==> src/rtl/spi_reg_config.sv <==
// SPI mode-0 write-only configuration target. The asynchronous SCLK/COPI/nCS
// pins are brought into the clk domain, 16-bit frames are assembled and each
// valid write lands in one of five 8-bit PWM configuration registers.
//
// Frame: bit15 = R/W (1 = write), bits14:8 = address, bits7:0 = data, MSB first.
// Handshake: the block has no valid/ready interface. wr_pulse and err_pulse are
// one-cycle strobes that are high only in the COMMIT state, and each frame
// produces exactly one of them. The FSM state is held in `state` (state_t).
module spi_reg_config #(
    parameter int         SYNC_STAGES = 2,
    parameter logic [6:0] MAX_ADDR    = 7'h04
) (
    input  logic       clk,
    input  logic       rst_n,
    input  logic       sclk,
    input  logic       copi,
    input  logic       ncs,
    output logic [7:0] en_reg_out_7_0,
    output logic [7:0] en_reg_out_15_8,
    output logic [7:0] en_reg_pwm_7_0,
    output logic [7:0] en_reg_pwm_15_8,
    output logic [7:0] pwm_duty_cycle,
    output logic       wr_pulse,
    output logic       err_pulse
);

    typedef enum logic [1:0] {
        IDLE   = 2'd0,
        SHIFT  = 2'd1,
        COMMIT = 2'd2
    } state_t;

    localparam logic [4:0] FRAME_BITS = 5'd16;
    localparam logic [4:0] OVERRUN    = 5'd17;

    logic [SYNC_STAGES-1:0] sclk_sync;
    logic [SYNC_STAGES-1:0] copi_sync;
    logic [SYNC_STAGES-1:0] ncs_sync;
    logic                   sclk_hist;
    logic                   ncs_hist;
    // Shifts in ones after reset; its MSB says the synchroniser and history
    // flops now hold real pin samples instead of their reset values.
    logic [SYNC_STAGES:0]   fill;

    logic sclk_s, copi_s, ncs_s, sync_ok;
    logic sclk_rise, ncs_fall, ncs_rise;

    state_t      state, state_next;
    logic [4:0]  bit_cnt, bit_cnt_next;
    logic [15:0] shift_reg, shift_next;
    logic        armed, armed_next;
    logic        commit_ok;

    // Synchronise the three pins and keep one history flop for edge detection.
    always_ff @(posedge clk or negedge rst_n) begin
        if (!rst_n) begin
            sclk_sync <= '0;
            copi_sync <= '0;
            ncs_sync  <= '1;
            sclk_hist <= 1'b0;
            ncs_hist  <= 1'b1;
            fill      <= '0;
        end else begin
            sclk_sync <= {sclk_sync[SYNC_STAGES-2:0], sclk};
            copi_sync <= {copi_sync[SYNC_STAGES-2:0], copi};
            ncs_sync  <= {ncs_sync[SYNC_STAGES-2:0], ncs};
            sclk_hist <= sclk_sync[SYNC_STAGES-1];
            ncs_hist  <= ncs_sync[SYNC_STAGES-1];
            fill      <= {fill[SYNC_STAGES-1:0], 1'b1};
        end
    end

    assign sclk_s  = sclk_sync[SYNC_STAGES-1];
    assign copi_s  = copi_sync[SYNC_STAGES-1];
    assign ncs_s   = ncs_sync[SYNC_STAGES-1];
    assign sync_ok = fill[SYNC_STAGES];

    // Edges are suppressed until the pipeline has refilled after reset, so a
    // chip select that was already low at reset release is not seen as a fall.
    assign sclk_rise = sync_ok &  sclk_s & ~sclk_hist;
    assign ncs_fall  = sync_ok & ~ncs_s  &  ncs_hist;
    assign ncs_rise  = sync_ok &  ncs_s  & ~ncs_hist;

    assign commit_ok = (bit_cnt == FRAME_BITS) && shift_reg[15] &&
                       (shift_reg[14:8] <= MAX_ADDR);

    // FSM state, bit counter, shift register and armed flag.
    always_ff @(posedge clk or negedge rst_n) begin
        if (!rst_n) begin
            state     <= IDLE;
            bit_cnt   <= '0;
            shift_reg <= '0;
            armed     <= 1'b0;
        end else begin
            state     <= state_next;
            bit_cnt   <= bit_cnt_next;
            shift_reg <= shift_next;
            armed     <= armed_next;
        end
    end

    // Next-state logic and the commit/error strobes.
    always_comb begin
        state_next   = state;
        bit_cnt_next = bit_cnt;
        shift_next   = shift_reg;
        armed_next   = armed;
        wr_pulse     = 1'b0;
        err_pulse    = 1'b0;
        case (state)
            IDLE: begin
                if (ncs_fall) begin
                    bit_cnt_next = '0;
                    shift_next   = '0;
                    armed_next   = 1'b1;
                    state_next   = SHIFT;
                end
            end
            SHIFT: begin
                // A chip-select rise wins over an SCLK edge in the same cycle.
                if (ncs_rise) begin
                    state_next = COMMIT;
                end else if (armed && sclk_rise && !ncs_s) begin
                    shift_next = {shift_reg[14:0], copi_s};
                    if (bit_cnt != OVERRUN) begin
                        bit_cnt_next = bit_cnt + 5'd1;
                    end
                end
            end
            COMMIT: begin
                if (commit_ok) begin
                    wr_pulse = 1'b1;
                end else begin
                    err_pulse = 1'b1;
                end
                armed_next = 1'b0;
                state_next = IDLE;
            end
            default: begin
                state_next = IDLE;
            end
        endcase
    end

    // Configuration registers, written on the clk edge that ends COMMIT.
    always_ff @(posedge clk or negedge rst_n) begin
        if (!rst_n) begin
            en_reg_out_7_0  <= 8'h00;
            en_reg_out_15_8 <= 8'h00;
            en_reg_pwm_7_0  <= 8'h00;
            en_reg_pwm_15_8 <= 8'h00;
            pwm_duty_cycle  <= 8'h00;
        end else if (wr_pulse) begin
            case (shift_reg[14:8])
                7'h00:   en_reg_out_7_0  <= shift_reg[7:0];
                7'h01:   en_reg_out_15_8 <= shift_reg[7:0];
                7'h02:   en_reg_pwm_7_0  <= shift_reg[7:0];
                7'h03:   en_reg_pwm_15_8 <= shift_reg[7:0];
                7'h04:   pwm_duty_cycle  <= shift_reg[7:0];
                default: ;
            endcase
        end
    end

endmodule

==> config.mk <==
export PLATFORM = sky130hd
export DESIGN_NAME = spi_reg_config
export DESIGN_NICKNAME = d
export VERILOG_FILES = /design/src/rtl/spi_reg_config.sv
export SDC_FILE = /design/constraint.sdc
export NUM_CORES = 1
export LEC_CHECK = 0
export ABC_AREA = 1
export CAP_MARGIN = 20
export CORE_MARGIN = 8
export CORE_UTILIZATION = 50
export CTS_CLUSTER_DIAMETER = 50
export DETAILED_ROUTE_END_ITERATION = 8
export PLACE_DENSITY = 0.75
export SLEW_MARGIN = 30
export SYNTH_ARGS = -nofsm -noshare
export SYNTH_HDL_FRONTEND = slang
export SYNTH_SLANG_ARGS = --single-unit
==> constraint.sdc <==
create_clock -name clk -period 2.3 [get_ports clk]
set_input_delay 0.23 -clock clk [delete_from_list [all_inputs] [get_ports clk]]
set_output_delay 0.23 -clock clk [all_outputs]
set_load 0.02 [all_outputs]
==> metrics.md, run 1 <==
| Metric | Value |
|---|---|
| Status | complete, no violations |
| Synthesized Nets | around 360 |
| Maximum VDD drop | about 0.74 mV |
| GRT Total Usage | 0.165 |
| Share of cells above drive strength 1 | 0.0764 |
| Via count of the routed design | between 2000 and 3000 |
| Seq/Total Area, Yosys | 0.599 |
| Max reg flops | 16 |
| HP Class | in -> reg |
| Vias in the first global route | around 2400 |
| Port Buf Inserts | 46 |
| Post-Syn Area | 3140 µm² |
| Launch point of the critical path | bit_cnt[0] |
| R2R cell count | 11 |
| Worst r2r src | bit_cnt[0] |
| Yosys cell types | 23 |
| Reg-to-reg endpoint | pwm_duty_cycle[2] |
| Max Transition Viols Final | 0 |
| Cells along the critical path | inv_1, ha_1, inv_1, nor2_1, nand2_1, nor2_1, a21boi_0, dlygate4sd2_1 |
| H-tree depth | 3 |
| Crit path max fanout | 6 |
| Measured slew at the worst slew-check pin | about 680 ps |
| Yosys Warn Count | 0 |
| Worst reg-to-reg setup slack | around 420 ps |
| Area grow syn2layout | 24.5% |
| Wire per inst | roughly 14 µm |
| CORE AREA | just over 6000 µm² |
| HP Start | ncs |
| FMAX | around 0.47 GHz |
| Die Wd | between 90 and 100 µm |
| Net count, final | 410 |
| Final hold slack | around 300 ps |
| Wire length of the first global-routing pass | 11.6 mm |
| Mapped Avg Cell Area | between 9 and 10 µm² |
| RSZ-0062 raised after global routing | false |
| Final ANT Viol Nets | 0 |
| Net Sw Power | between 0.001 and 0.0015 W |
| Sink Count | between 70 and 80 |
| Minimum clock period | about 2100 ps |
| Die height | roughly 95 µm |
| Post-layout util | 0.630 |
| Worst Path Arrival | 1880 ps |
| Worst-path clk slew | 70 ps |
| P_leak | roughly 2 nW |
| Required time worst endpoint | approximately 2100 ps |
| FP Rows | 29 |
| Vias per inst | approximately 5.3 |
| Setup violations, final | 0 |
| Layout Skew | between 9 and 10 ps |
| Comb pwr share | 0.206 |
| Relative slew slack | 0.549 |
| Antenna violations before repair | 0 |
| Setup bufs post-CTS | 0 |
| Post-Syn Instances | between 300 and 400 |
| Cells on Worst Hold Path | 1 |
| PwrDens | a little under 900 nW/µm² |
| Post-DP HPWL | just under 5 mm |
| Pin count of the biggest net entering global routing | 35 |
| Setup TNS | 0 ps |
| Final hold vios | 0 |
| Seq pwr share | 0.487 |
| Wirelength, routed | around 7.0 mm |
| Post-route non-filler standard cell count | between 400 and 500 |
| Worst Hold Path EP | ncs_sync[0] |
| Pre-CTS worst setup slack | around 280 ps |
| Slowest-stage cell, CP | dfrtp_1 |
| CP Launch Type | flip-flop |
| ANT cells | 0 |
| Die ar. | about 9100 µm² |
| Starting density of the core | 0.506 |
| # Max-Cap Violations | 0 |
| Most common cell after layout, fill and taps aside | nand2_1 |
| Tcrit/Tclk final | 0.916 |
| Num CTS Buffers | 9 |
| Drt pass-1 iters | 4 |
| CTS tree | built |
| CTS root buffer | clkbuf_8 |
| Int Pwr | about 0.0023 W |
| CP endpoint kind | primary output |
| Worst-skew pair later-pin latency | 350 ps |
| Dpl cells | 467 |
| GRT overflow | 0 |
| Slack of the critical path | about 190 ps |
| Register bit total from synthesis | between 70 and 80 |
| CTS Buffer Depth | 2 |
| Final GP Congestion | between 0.8 and 0.9 |
| WS Path Type | reg -> out |
| DR DRC count | 0 |
| Commonest non-fill, non-tap cells in the layout | 124 x nand2_1, 72 x dfrtp_1, 43 x clkdlybuf4s50_1, 41 x nand3_1, 29 x o21ai_0 |
| CP max stage delay | 440 ps |
| Ports | between 40 and 50 |
| 1st-iter DRT viols | roughly 150 |
| Share of power burned in the clock network | 0.306 |
| Switching share of power | 0.349 |
| Filler Cell Count | 508 |
## cell type report
class | count | area (µm²) | share of cell area
multi-input combinational | 241 | 1120 | 0.287
sequential | 75 | 1880 | 0.481
clock buffer | 10 | 128 | 0.0327
timing repair buffer | 53 | 520 | 0.133
clock inverter | 5 | 78.8 | 0.0202
inverter | 22 | 82.6 | 0.0211
tap | 77 | 96.3 | 0.0247
## synth_stat cells
cell      number  area, µm²
dfrtp_1       72       1800
xor2_1         2       17.5
nor2_4         4       45.0
nand3_1       41        205
a21boi_0       1       7.51
buf_6          2       22.5
inv_2          1       3.75
buf_1          1       3.75
nand3_2        1       10.0
ha_1           3       37.5
clkbuf_1       3       11.3
dfstp_2        3       78.8
nand2_1      124        465
xnor2_1        1       8.76
nor2_8         1       20.0
conb_1         1       3.75
buf_2          2       10.0
buf_4          1       7.51
o21ai_0       29        145
nor2_1        19       71.3
inv_1         21       78.8
o21ai_1        4       20.0
nand4_1       10       62.6
## metal layers
layer	global-route usage	share of wire
met2	0.266	0.47
met4	0.0884	0.026
met3	0.0362	0.059
met5	0	0
met1	0.204	0.45
## stage by stage
stage               total power, W  instance area (µm²)
finish                     0.00348                 3910
global route               0.00369                 3910
CTS                        0.00350                 3910
detailed placement         0.00242                 3690
global placement           0.00239                 3690
floorplan                  0.00215                 3140
## cells by family (layout without fill, tap and decap cells)
kind of cell             after synthesis  after routing  share of synthesized area
buffers and inverters                 31             90                     0.0439
flip-flops                            75             75                      0.599
adder cells (fa/ha/maj)                3              3                     0.0120
AO/OA/AOI/OAI                         34             34                     0.0550
AND/OR/NAND/NOR                      200            200                      0.280
XOR/XNOR                               3              3                    0.00837
other                                  1              1                    0.00120
## how the worst max path moves through the flow
stage / end / slack, ps
global placement: err_pulse / 340
finish: err_pulse / 190
CTS: wr_pulse / 170
detailed placement: wr_pulse / 280
floorplan: en_reg_pwm_7_0[2] / 690
global route: err_pulse / 60
## power groups by stage
stage	clock network, W	registers [W]	logic, W
2_1_floorplan	0	0.00162	0.000526
3_3_place_gp	0	0.00171	0.000678
3_5_place_dp	0	0.00171	0.000709
4_1_cts	0.00109	0.00169	0.000717
5_1_grt	0.00115	0.00172	0.000820
6_report	0.00107	0.00170	0.000719
## worst max-delay path, delay by kind of cell, from the launching register on
family	cells	cell delay, ps
and+or+nand+nor	3	140
buffers and inverters	3	500
DFF	1	440
AOI/OAI and AO/OA	1	240
adders and majority gates	1	210
## timing repair
item,in CTS,in global routing
endpoints found under the hold margin,24,0
gates resized for setup,2,0
endpoints found under the setup margin,2,0
hold buffers,1,0
No activity file was read; power rests on OpenSTA's default activity.
==> run 2, diff against run 1 <==
Settings changed: CORE_UTILIZATION 50 to 53, PLACE_DENSITY 0.75 to 0.78, SLEW_MARGIN 30 to 20, TNS_END_PERCENT set to 30.
==> run 2 against run 1 <==
Sequential share of layout area decreased by 0.38 points. Global-route usage increased by 0.92 points. Count of clock-buffer cells in the layout decreased by 1. Combinational power decreased by 2%. Sequential power about the same. Final cell count decreased by 0.21%. Worst hold slack got worse by 10 ps. Critical path type unchanged. Critical endpoint is now wr_pulse.
==> metrics.md, run 2 (synthesized netlist as in run 1, its figures left out) <==
| Metric | Value |
|---|---|
| R2R cell count | 11 (unchanged) |
| Net count, final | 410 (unchanged) |
| Filler Cell Count | 470 (-7.5%) |
| Worst r2r src | bit_cnt[0] |
| Pin count of the biggest net entering global routing | 76 (+120%) |
| Cells along the critical path | inv_1, ha_1, inv_1, nor2_1, nand2_1, nor2_1, nand3_2, inv_1, dlygate4sd2_1 |
| Worst-path clk slew | 70 ps (about the same) |
| CP max stage delay | 440 ps (about the same) |
| FP Rows | 28 (-3.4%) |
| CTS Buffer Depth | 2 (unchanged) |
| WS Path Type | reg -> out |
| Drt pass-1 iters | 4 (unchanged) |
| Pre-CTS worst setup slack | 288 ps (+8.64 ps) |
| DR DRC count | 0 (unchanged) |
| Setup violations, final | 0 (unchanged) |
| RSZ-0062 raised after global routing | false |
| CORE AREA | 5820 µm² (-6.3%) |
| Area grow syn2layout | 25.5% |
| Worst Hold Path EP | ncs_sync[0] |
| Final ANT Viol Nets | 0 (unchanged) |
| Worst Path Arrival | 1900 ps (+20 ps) |
| Die ar. | 8640 µm² (-4.7%) |
| Tcrit/Tclk final | 0.925 (+0.00877) |
| Minimum clock period | 2130 ps (+20.2 ps) |
| Critical path's most frequent cell | inv_1 |
| Net Sw Power | 0.00122 W (+0.51%) |
| Ports | 47 (unchanged) |
| Design area | 3940 µm² (+0.80%) |
| Die Wd | 92.9 µm (-2.4%) |
| Num CTS Buffers | 9 (unchanged) |
| Vias per inst | 5.25 (-0.11%) |
| Wirelength, routed | 6.89 mm (-1.1%) |
| Port Buf Inserts | 46 (unchanged) |
| Antenna violations before repair | 0 (unchanged) |
| Maximum VDD drop | 0.589 mV (-21%) |
| Final GP Congestion | 0.808 (-2.8%) |
| H-tree depth | 3 (unchanged) |
| Wire per inst | 14.3 µm (-0.94%) |
| CP top delay family | buffers and inverters |
| Sink Count | 75 (unchanged) |
| Required time worst endpoint | 2070 ps (about the same) |
| Vias in the first global route | 2531 (+5.5%) |
| FMAX | 0.470 GHz (-0.95%) |
| CP Launch Type | flip-flop |
| GRT Total Usage | 0.174 (+0.00918) |
| Slack of the critical path | 173 ps (-20.2 ps) |
| 1st-iter DRT viols | 225 (+51%) |
| Status | complete, no violations |
| P_leak | 2.02 nW (+0.66%) |
| Buf+Inv Stages, Crit Path | 4 (+1) |
| GRT overflow | 0 (unchanged) |
| Worst-skew pair later-pin latency | 350 ps (about the same) |
| Layout Skew | 5.94 ps (-3.49 ps) |
| Int Pwr | 0.00239 W (+5.3%) |
| Share of power burned in the clock network | 0.334 (+0.028) |
| HP Start | ncs |
| Via count of the routed design | 2529 (-0.32%) |
| CP endpoint kind | primary output |
| ANT cells | 0 (unchanged) |
| Comb pwr share | 0.196 (-0.010) |
| Stages on worst setup path | 9 (+1) |
| Max reg flops | 16 (unchanged) |
| Commonest non-fill, non-tap cells in the layout | 124 x nand2_1, 72 x dfrtp_1, 43 x clkdlybuf4s50_1, 41 x nand3_1, 29 x o21ai_0 |
| Seq pwr share | 0.470 (-0.017) |
| Slowest-stage cell, CP | dfrtp_1 |
| Worst reg-to-reg setup slack | 430 ps (about the same) |
| Post-layout util | 0.677 (+0.0475) |
| Post-DP HPWL | 4.59 mm (-7.1%) |
| Setup TNS | 0 ps (unchanged) |
| Most common cell after layout, fill and taps aside | nand2_1 |
| # Max-Cap Violations | 0 (unchanged) |
| Share of cells above drive strength 1 | 0.0811 (+0.00473) |
| Area after DPL | 3690 µm² (about the same) |
| Crit path max fanout | 6 (unchanged) |
| Final hold vios | 0 (unchanged) |
| Starting density of the core | 0.540 (+0.0338) |
| Reg-to-reg endpoint | pwm_duty_cycle[0] |
| Die height | 92.9 µm (-2.4%) |
| Cells on Worst Hold Path | 1 (unchanged) |
| Wire length of the first global-routing pass | 12.0 mm (+3.1%) |
| HP Class | in -> reg |
| CTS root buffer | clkbuf_8 |
| Switching share of power | 0.338 (-0.0105) |
| CTS tree | built |
| Max Transition Viols Final | 0 (unchanged) |
| PwrDens | 916 nW/µm² (+2.8%) |
[run 2: cell types whose count changed in the layout (fill, tap and decap cells not counted), sizes merged]
cell | previous run | this run
clkbuf | 10 | 9
clkinvlp | 0 | 1
bufinv | 2 | 3
[run 2: final cells by class]
cell class | instances | area [µm²] | area share
clock buffers | 9 | 124 | 0.0315
clock inverters | 7 | 116 | 0.0296
inverters | 22 | 82.6 | 0.0210
multi-input cells | 241 | 1120 | 0.284
flip-flops and latches | 75 | 1880 | 0.478
well taps | 75 | 93.8 | 0.0238
repair buffers | 53 | 520 | 0.132
[run 2: metal layers]
layer / up-vias / wire (µm) / GRT usage
li1: 1234 / - / -
met1: 1206 / 3030 / 0.211
met2: 76 / 3250 / 0.280
met3: 13 / 475 / 0.0469
met4: 0 / 136 / 0.0886
met5: - / 0 / 0
[run 2: how the worst max path moves through the flow]
| stage | start | end | slack (ps) |
|---|---|---|---|
| 2_1_floorplan | bit_cnt[0] | en_reg_pwm_7_0[2] | 690 |
| 3_3_place_gp | bit_cnt[0] | wr_pulse | 340 |
| 3_5_place_dp | bit_cnt[0] | wr_pulse | 290 |
| 4_1_cts | bit_cnt[0] | wr_pulse | 150 |
| 5_1_grt | bit_cnt[0] | wr_pulse | 20 |
| 6_report | bit_cnt[0] | wr_pulse | 170 |
[run 2: through the flow]
| step | hold WS, ps | power, W | cells |
|---|---|---|---|
| floorplan | -65.6 | 0.00215 | 347 |
| global placement | 288 | 0.00239 | 465 |
| detailed placement | 286 | 0.00242 | 465 |
| CTS | 271 | 0.00363 | 482 |
| global route | 275 | 0.00381 | 482 |
| finish | 285 | 0.00361 | 482 |
[run 2: repair_timing]
item                                    in CTS  in global routing
buffers inserted                             0                  0
gates resized for setup                      2                  0
endpoints found under the setup margin       2                  0
endpoints found under the hold margin       72                  0
hold buffers                                 1                  0
[run 2: power by group through the flow]
stage                     Sequential [W]  Combinational, W  Clock, W
final                            0.00170          0.000706   0.00121
after global routing             0.00172          0.000808   0.00129
after CTS                        0.00169          0.000707   0.00123
after detailed placement         0.00171          0.000702         0
after global placement           0.00171          0.000679         0
after floorplan                  0.00162          0.000526         0
